<file path="src/rtl/regfile_pkg.sv">
// Shared constants and helpers for the multi-port register file with scoreboard.
// Optional feature macro used by the top level: REGFILE_BYPASS_EN.
package regfile_pkg;

  localparam int DEFAULT_DATA_W   = 32;
  localparam int DEFAULT_NUM_REGS = 16;

  // Never returns 0, so a width derived from it is always legal.
  function automatic int clog2_safe(input int n);
    int w;
    w = 0;
    while ((1 << w) < n) w++;
    return (w < 1) ? 1 : w;
  endfunction

  typedef logic [clog2_safe(DEFAULT_NUM_REGS)-1:0] reg_addr_t;

endpackage

</file>
<file path="src/rtl/rf_scoreboard.sv">
// Per-register busy scoreboard: set at issue, cleared at writeback, with an
// incrementally maintained population count of busy registers.
module rf_scoreboard
  import regfile_pkg::*;
#(
  parameter int NUM_REGS = DEFAULT_NUM_REGS,
  parameter int ADDR_W   = clog2_safe(NUM_REGS),
  parameter int NUM_WR   = 2
) (
  input  logic                     clk,
  input  logic                     rst,
  input  logic [NUM_WR-1:0]        wr_en_i,
  input  logic [NUM_WR*ADDR_W-1:0] wr_addr_i,
  input  logic                     iss_en_i,
  input  logic [ADDR_W-1:0]        iss_addr_i,
  output logic [NUM_REGS-1:0]      busy_vec_o,
  output logic [ADDR_W:0]          busy_cnt_o
);

  logic [NUM_REGS-1:0] busy_q, busy_d;
  logic [NUM_REGS-1:0] clr_vec, set_vec;
  logic [ADDR_W:0]     cnt_q, cnt_d;
  logic [ADDR_W:0]     rise_cnt, fall_cnt;

  // A new producer outranks a retiring one, so set beats clear.
  always_comb begin
    clr_vec  = '0;
    set_vec  = '0;
    busy_d   = '0;
    rise_cnt = '0;
    fall_cnt = '0;
    for (int r = 0; r < NUM_REGS; r++) begin
      for (int k = 0; k < NUM_WR; k++) begin
        if (wr_en_i[k] && (wr_addr_i[k*ADDR_W +: ADDR_W] == ADDR_W'(r)))
          clr_vec[r] = 1'b1;
      end
      set_vec[r] = iss_en_i && (iss_addr_i == ADDR_W'(r));
      busy_d[r]  = set_vec[r] | (busy_q[r] & ~clr_vec[r]);
      if (busy_d[r] && !busy_q[r]) rise_cnt = rise_cnt + (ADDR_W+1)'(1);
      if (!busy_d[r] && busy_q[r]) fall_cnt = fall_cnt + (ADDR_W+1)'(1);
    end
    cnt_d = cnt_q + rise_cnt - fall_cnt;
  end

  always_ff @(posedge clk) begin
    if (rst) begin
      busy_q <= '0;
      cnt_q  <= '0;
    end else begin
      busy_q <= busy_d;
      cnt_q  <= cnt_d;
    end
  end

  assign busy_vec_o = busy_q;
  assign busy_cnt_o = cnt_q;

endmodule

</file>
<file path="src/rtl/reg_file_mp_sb.sv">
// Multi-port register file with highest-port-wins writes, optional same-cycle
// write-to-read bypass (macro REGFILE_BYPASS_EN) and a busy-bit scoreboard.
module reg_file_mp_sb
  import regfile_pkg::*;
#(
  parameter int DATA_W   = DEFAULT_DATA_W,
  parameter int NUM_REGS = DEFAULT_NUM_REGS,
  parameter int ADDR_W   = clog2_safe(NUM_REGS),
  parameter int NUM_RD   = 2,
  parameter int NUM_WR   = 2
) (
  input  logic                     clk,
  input  logic                     rst,
  input  logic [NUM_WR-1:0]        wr_en,
  input  logic [NUM_WR*ADDR_W-1:0] wr_addr,
  input  logic [NUM_WR*DATA_W-1:0] wr_data,
  input  logic [NUM_RD*ADDR_W-1:0] rd_addr,
  output logic [NUM_RD*DATA_W-1:0] rd_data,
  output logic [NUM_RD-1:0]        rd_hazard,
  input  logic                     iss_en,
  input  logic [ADDR_W-1:0]        iss_addr,
  output logic [NUM_REGS-1:0]      busy_vec,
  output logic [ADDR_W:0]          busy_cnt
);

  logic [DATA_W-1:0] mem_q [NUM_REGS];
  logic [DATA_W-1:0] mem_d [NUM_REGS];
  logic [NUM_RD-1:0] rd_hit;

  // Ascending port order lets the highest-indexed enabled port win.
  always_comb begin
    mem_d = mem_q;
    for (int k = 0; k < NUM_WR; k++) begin
      if (wr_en[k])
        mem_d[wr_addr[k*ADDR_W +: ADDR_W]] = wr_data[k*DATA_W +: DATA_W];
    end
  end

  always_ff @(posedge clk) begin
    if (rst) begin
      for (int r = 0; r < NUM_REGS; r++) mem_q[r] <= '0;
    end else begin
      mem_q <= mem_d;
    end
  end

  always_comb begin
    rd_data   = '0;
    rd_hazard = '0;
    rd_hit    = '0;
    for (int i = 0; i < NUM_RD; i++) begin
      rd_data[i*DATA_W +: DATA_W] = mem_q[rd_addr[i*ADDR_W +: ADDR_W]];
`ifdef REGFILE_BYPASS_EN
      for (int k = 0; k < NUM_WR; k++) begin
        if (wr_en[k] && (wr_addr[k*ADDR_W +: ADDR_W] == rd_addr[i*ADDR_W +: ADDR_W])) begin
          rd_data[i*DATA_W +: DATA_W] = wr_data[k*DATA_W +: DATA_W];
          rd_hit[i] = 1'b1;
        end
      end
`endif
      // A register being written back now is covered by the bypass, not a hazard.
      rd_hazard[i] = busy_vec[rd_addr[i*ADDR_W +: ADDR_W]] & ~rd_hit[i];
    end
  end

  rf_scoreboard #(
    .NUM_REGS (NUM_REGS),
    .ADDR_W   (ADDR_W),
    .NUM_WR   (NUM_WR)
  ) u_scoreboard (
    .clk        (clk),
    .rst        (rst),
    .wr_en_i    (wr_en),
    .wr_addr_i  (wr_addr),
    .iss_en_i   (iss_en),
    .iss_addr_i (iss_addr),
    .busy_vec_o (busy_vec),
    .busy_cnt_o (busy_cnt)
  );

endmodule

</file>
<file path="config.mk">
export PLATFORM = sky130hd
export DESIGN_NAME = reg_file_mp_sb
export DESIGN_NICKNAME = d
export VERILOG_FILES = /design/src/rtl/regfile_pkg.sv /design/src/rtl/rf_scoreboard.sv /design/src/rtl/reg_file_mp_sb.sv
export SDC_FILE = /design/constraint.sdc
export NUM_CORES = 2
export LEC_CHECK = 0
export BUFFER_PORTS_ARGS = -buffer_cell sky130_fd_sc_hd__buf_2
export CORE_MARGIN = 10
export CORE_UTILIZATION = 35
export DETAILED_ROUTE_END_ITERATION = 8
export GPL_TIMING_DRIVEN = 1
export PLACE_DENSITY_LB_ADDON = 0.2
export SYNTH_ARGS = -nofsm -noshare
export SYNTH_HDL_FRONTEND = slang
export SYNTH_SLANG_ARGS = --single-unit
</file>
<file path="constraint.sdc">
create_clock -name clk -period 29.5 [get_ports clk]
set_clock_uncertainty 0.05 [all_clocks]
set_input_delay 5.9 -clock clk [delete_from_list [all_inputs] [get_ports clk]]
set_output_delay 5.9 -clock clk [all_outputs]
set_load 0.01 [all_outputs]
</file>
; ---- Yosys cells after proc, flatten, opt, wreduce, memory -nomap -nowiden
; Index checks and enable logic that the tools add are counted.
[totals]
latch_bits = 0
out_inout_bits = 87
mem_count = 0
ramBits = 0
word_cells = 354
register_bits = 533
romBits = 0
[op_classes]
order_cmp = 8
multipliers = 0
shifts = 0
eq_ne = 45
div = 0
muxes = 82
n_reduce_logical = 117
bitwise = 52
addsub = 32
[ops]
columns = op, count
row1 = $bwmux W512, 2
row2 = $mux W512, 2
row3 = $bmux W32 S4, 2
row4 = $demux W32 S4, 2
row5 = $mux W32, 6
row6 = $mux W5, 30
row7 = $add A5 B1 Y5 const B, 28
row8 = $eq A4 B4 Y1 const B, 24
row9 = $logic_and A1 B1 Y1, 82
row10 = $eq A4 B3 Y1 const B, 12
row11 = $mux W1, 36
row12 = $logic_not A1 Y1, 32
row13 = $eq A4 B2 Y1 const B, 6
row14 = $ge A5 B5 Y1 const B, 4
row15 = $not A4 Y5, 4
row16 = $and A1 B1 Y1, 16
row17 = $not A1 Y1, 16
row18 = $or A1 B1 Y1, 16
row19 = $eq A4 B1 Y1 const B, 3
row20 = $logic_not A4 Y1, 3
row21 = $lt A4 B5 Y1 const B, 2
row22 = $lt A5 B1 Y1 const B, 2
row23 = $bmux W1 S4, 2
row24 = $add A5 B5 Y5, 1
row25 = other kinds (2), 3

; ---- Depth between registers and ports, before layout
[logic_depth]
word_depth = 41
depth_mapped = 55
ltp_nobuf = 53

; ---- Modules after synthesis
; A second synthesis with hierarchy kept.
[hier_totals]
hier_cells = 4193
area_unflattened_um2 = 36237.3
[by_module_without_submodules]
columns = module, area_per_inst_um2, cells_per_inst, n_inst, seq_area_each_um2
row1 = reg_file_mp_sb, 32855.3, 3755, 1, 10249.8
row2 = rf_scoreboard, 3382.0, 438, 1, 420.4

; ---- Worst setup path after synthesis
; Ideal clock, no wire load.
[synth_path]
path_type = input port to flip-flop
start = input wr_addr[0]
end = register u_scoreboard.cnt_q[4], in the netlist u_scoreboard.busy_cnt_o[4]
arrival_time_ns = 16.382
path_buffers = 2
stages = 52
t_required_ns = 29.322
path_slack_ns = 12.940
path_cell_list = nor2b_1 > clkbuf_1 > nand2_1 > clkbuf_1 > nand2_1 > nand3_1 > ha_1 > xor2_1 > ha_1 > nand3_1 > o21ai_0 > ha_1 > nor3_1 > nor2_1 > ha_1 > a22o_1 > ha_1 > nand4_1 > [... 16 more ...] > ha_1 > a22oi_1 > a31oi_1 > ha_1 > nand2_1 > nand2_1 > ha_1 > o21ai_0 > o21ai_0 > ha_1 > mux2_2 > fa_1 > inv_1 > fa_1 > a21o_1 > a21oi_1 > xnor2_1 > nor2_1
[synth_via]
elab_chain_cells = 41
elab_cells_between_ends = 224
[synth_lines]
columns = element, line
row1 = from (decl), reg_file_mp_sb.sv:15  ; input logic [NUM_WR*ADDR_W-1:0] wr_addr,
row2 = $logic_not A4 Y1, rf_scoreboard.sv:34  ; if (wr_en_i[k] && (wr_addr_i[k*ADDR_W +: ADDR_W] == ADDR_W'(r)))
row3 = $logic_and A1 B1 Y1, rf_scoreboard.sv:34
row4 = $mux W1 (2 in a row), rf_scoreboard.sv:34
row5 = $not A1 Y1, rf_scoreboard.sv:38  ; busy_d[r] = set_vec[r] | (busy_q[r] & ~clr_vec[r]);
row6 = $and A1 B1 Y1, rf_scoreboard.sv:38
row7 = $or A1 B1 Y1, rf_scoreboard.sv:38
row8 = $logic_and A1 B1 Y1 / $logic_not A1 Y1 (equally long branches), "rf_scoreboard.sv:39, rf_scoreboard.sv:40"
row9 = $mux W1 / $logic_and A1 B1 Y1 (equally long branches), "rf_scoreboard.sv:39, rf_scoreboard.sv:40"
row10 = [... 24 more ...], n/a
row11 = $add A5 B1 Y5 / $mux W5 (equally long branches), "rf_scoreboard.sv:39, rf_scoreboard.sv:40"
row12 = $mux W5 / $add A5 B1 Y5 (equally long branches), "rf_scoreboard.sv:39, rf_scoreboard.sv:40"
row13 = $add A5 B1 Y5 / $mux W5 (equally long branches), "rf_scoreboard.sv:39, rf_scoreboard.sv:40"
row14 = $mux W5 / $add A5 B1 Y5 (equally long branches), "rf_scoreboard.sv:39, rf_scoreboard.sv:40"
row15 = $add A5 B1 Y5 / $mux W5 (equally long branches), "rf_scoreboard.sv:39, rf_scoreboard.sv:40"
row16 = $mux W5 / $add A5 B1 Y5 (equally long branches), "rf_scoreboard.sv:39, rf_scoreboard.sv:40"
row17 = $add A5 B5 Y5 / $mux W5 (equally long branches), "rf_scoreboard.sv:42, rf_scoreboard.sv:40"
row18 = $sub A5 B5 Y5 *, rf_scoreboard.sv:42  ; cnt_d = cnt_q + rise_cnt - fall_cnt;
row19 = to (signal assigned), rf_scoreboard.sv:51  ; cnt_q <= cnt_d;
row20 = to (decl), rf_scoreboard.sv:22  ; logic [ADDR_W:0] cnt_q, cnt_d;
; Mark *: on every way between the ends. The rest lies on a longest branch, timed or not.
; A chain may end at the register's enable or synchronous reset.

; ---- Final worst setup path
[layout_path]
start = input wr_addr[1]
end = register u_scoreboard.cnt_q[4], in the netlist u_scoreboard.busy_cnt_o[4]
; The elaborated chain is that of the path after synthesis.

==> summary.md <==
| Metric | Value |
|---|---|
| Leakage power total | 13.2 nW |
| Max FO, Critical Path | 34 |
| Cts hold-fix bufs | 0 |
| Antenna violations before repair | 15 |
| Worst setup EP type | flip-flop |
| Required time worst endpoint | 29.94 ns |
| Placement Cell Area | 0.0353 mm^2 |
| Post-synth EDFFs | 0 |
| Die Ht | 331 um |
| Die area | 0.110 mm^2 |
| Slew margin rel. | 26.6% |
| Slowest CP cell | nand2_2 |
| Total number of vias | 29200 |
| Final TNS setup | 0 ns |
| Sink Count | 533 |
| Top FF cell, synth | dfxtp_1 |
| Final Max Slew Viols | 0 |
| Final instance area | 0.0373 mm^2 |
| Avg WL per Cell | 28.1 um |
| Hold Vio Cnt, Final | 0 |
| Final period utilization | 60.7% |
| Share of cells above drive strength 1 | 20.6% |
| Total grt overflow | 0 |
| Most frequent cell after synthesis | nor2_1 |
| Max VDD drop | 0.0000443 V |
| Vias in the first global route | 28200 |
| Max Fclk | 55.9 MHz |
| PortBufs | 175 |
| Critical path type | primary input to flip-flop |
| Layout Utilization | 38.8% |
| Syn Nets | 3635 |
| Post_cts resized | 0 |
| I/O pin count | 176 |
| Yosys cell types | 72 |
| Seq/Total Area, Yosys | 31.5% |
| Setup repair bufs after CTS | 0 |
| Detail Placement HPWL | 71.4 mm |
| Tightest Pin Transition | 1.10 ns |
| PD cells | 48.8 mW/mm^2 |
| CTS max path bufs | 3 |
| DR pass1 iterations | 5 |
| Max stage delay on crit path | 0.78 ns |
| Min Clock Period, post-route | 17.90 ns |
| Synth Warn # | 0 |
| Hold Crit Class | flip-flop to flip-flop |
| Drt drc | 0 |
| Core footprint | 0.0963 mm^2 |
| TritonCTS Buffers | 60 |
| Clock latency on the worst-skew pair | 0.65 ns |
| Chip Width | 331 um |
| Critical path arrival | 18.34 ns |
| Largest net degree at the start of global routing | 134 |
| Gpl congestion | 0.833 |
| Routed wire length | 131 mm |
| Initial core utilization | 35.2% |
| Number of cell rows | 114 |
| First-pass GRT wire length | 195 mm |
| Largest area contributor in the netlist | dfxtp_1 |
| H-Tree Depth | 2 |
| CTS tree | yes |
| Syn-to-layout area delta | 10.3% |
| Largest cells by area after synthesis | dfxtp_1, mux4_2, mux2i_1 |
| Fillers | 9494 |
| Setup violators final | 0 |
| Status | finished clean |
| Syn avg cell area | 9.66 um^2 |
| Max cap viols | 0 |
| Final nets | 3473 |
| Cells after Synth | 3507 |
| Total global-route track usage | 23.3% |
| RSZ-0062 raised after global routing | no |
| Dpl ws | 11.10 ns |
| Number of DRC markers in iteration 0 | 2735 |
| Cell area after synthesis | 0.0339 mm^2 |
| Synth top area share | 31.5% |
| Via-to-Cell Ratio | 6.24 |
| Critical path startpoint category | primary input |
| Final setup margin | 11.60 ns |
| Synth async-reset ratio | 0% |
| Worst-path clk slew | 0.06 ns |
| Final ANT Viol Nets | 0 |
| Clk root buf | clkbuf_16 |
| Synthesis-stage register bit count | 533 |
| Commonest cells post-synth | nor2_1, dfxtp_1, clkbuf_1 |
| Crit path top cell by count | ha_1 |
critical path, delay by kind of cell:
family,cells,cell delay (ns)
buffers and inverters,3,0.27
XOR/XNOR,1,0.14
AND/OR/NAND/NOR,14,3.02
adder cells (fa/ha/maj),15,5.02
AO/OA/AOI/OAI,15,3.13
multiplexers,3,0.83
final timing paths:
check	start	endpoint	slack [ns]	cells past startpoint
min	mem_q[435]$_SDFF_PP0_	mem_q[435]$_SDFF_PP0_	0.44	2
min reg2reg	mem_q[435]$_SDFF_PP0_	mem_q[435]$_SDFF_PP0_	0.44	2
max reg2reg	u_scoreboard.busy_vec_o[2]$_SDFF_PP0_	u_scoreboard.busy_cnt_o[4]$_SDFF_PP0_	17.99	48
max	wr_addr[1]	u_scoreboard.busy_cnt_o[4]$_SDFF_PP0_	11.60	51
layer usage:
metal,track usage [%],share of wire (%)
met1,32.2,43
met3,3.37,7.2
met4,7.39,3.3
met2,37.2,46
met5,0,0.053
placed cells by master, fill, tap and decap left out, drive strengths merged, types with 7 or more instances in the layout:
cell and n:
a211oi 321, inv 25, o21ai 19, ha 35
buf 215, clkinv 15, nand3b 7, a22oi 12
mux2i 322, nor2b 13, clkbuf 88, and3b 7
xnor2 28, a21oi 30, nor3 17, and3 8
a311oi 193, dfxtp 533, mux4 330, nor2 569
xor2 15, nand3 211, nand4 11, nand2 270
cell type report:
class / count / area (um^2) / share of cell area [%]
antenna: 5 / 12.5 / 0.0335
clock buffer: 88 / 1780 / 4.77
clock inverter: 21 / 274 / 0.734
inverter: 25 / 96.3 / 0.258
multi-input combinational: 2510 / 21700 / 58.0
sequential: 533 / 10700 / 28.6
tap: 1276 / 1600 / 4.28
timing repair buffer: 215 / 1240 / 3.31
report_power, final:
group / internal [W] / switching (W) / leakage (nW)
logic: 0.0000968 / 0.000157 / 7.82
registers: 0.000746 / 0.0000191 / 4.32
clock network: 0.000468 / 0.000334 / 1.02
through the flow:
stage	instances	hold slack [ns]	total power [W]
detailed placement	4559	0.432	0.00103
CTS	4668	0.443	0.00183
floorplan	3507	0.415	0.000948
global route	4668	0.455	0.00188
finish	4673	0.442	0.00182
global placement	4559	0.427	0.00103
cells by family after synthesis:
logic type | Yosys count | synth area share, %
AOI/OAI and AO/OA | 620 | 14.3
other | 1 | 0.0111
xor gates and xnor gates | 47 | 1.52
and+or+nand+nor | 1145 | 14.3
DFF | 533 | 31.5
muxes | 658 | 31.7
buffers and inverters | 464 | 5.18
adders and majority gates | 39 | 1.53
sequential cells by signal, summed over array words and instances, names as in the netlist:
name and count:
mem_q 512, u_scoreboard.busy_vec_o 16, u_scoreboard.busy_cnt_o 5
Power figures use the tool's default switching activity.
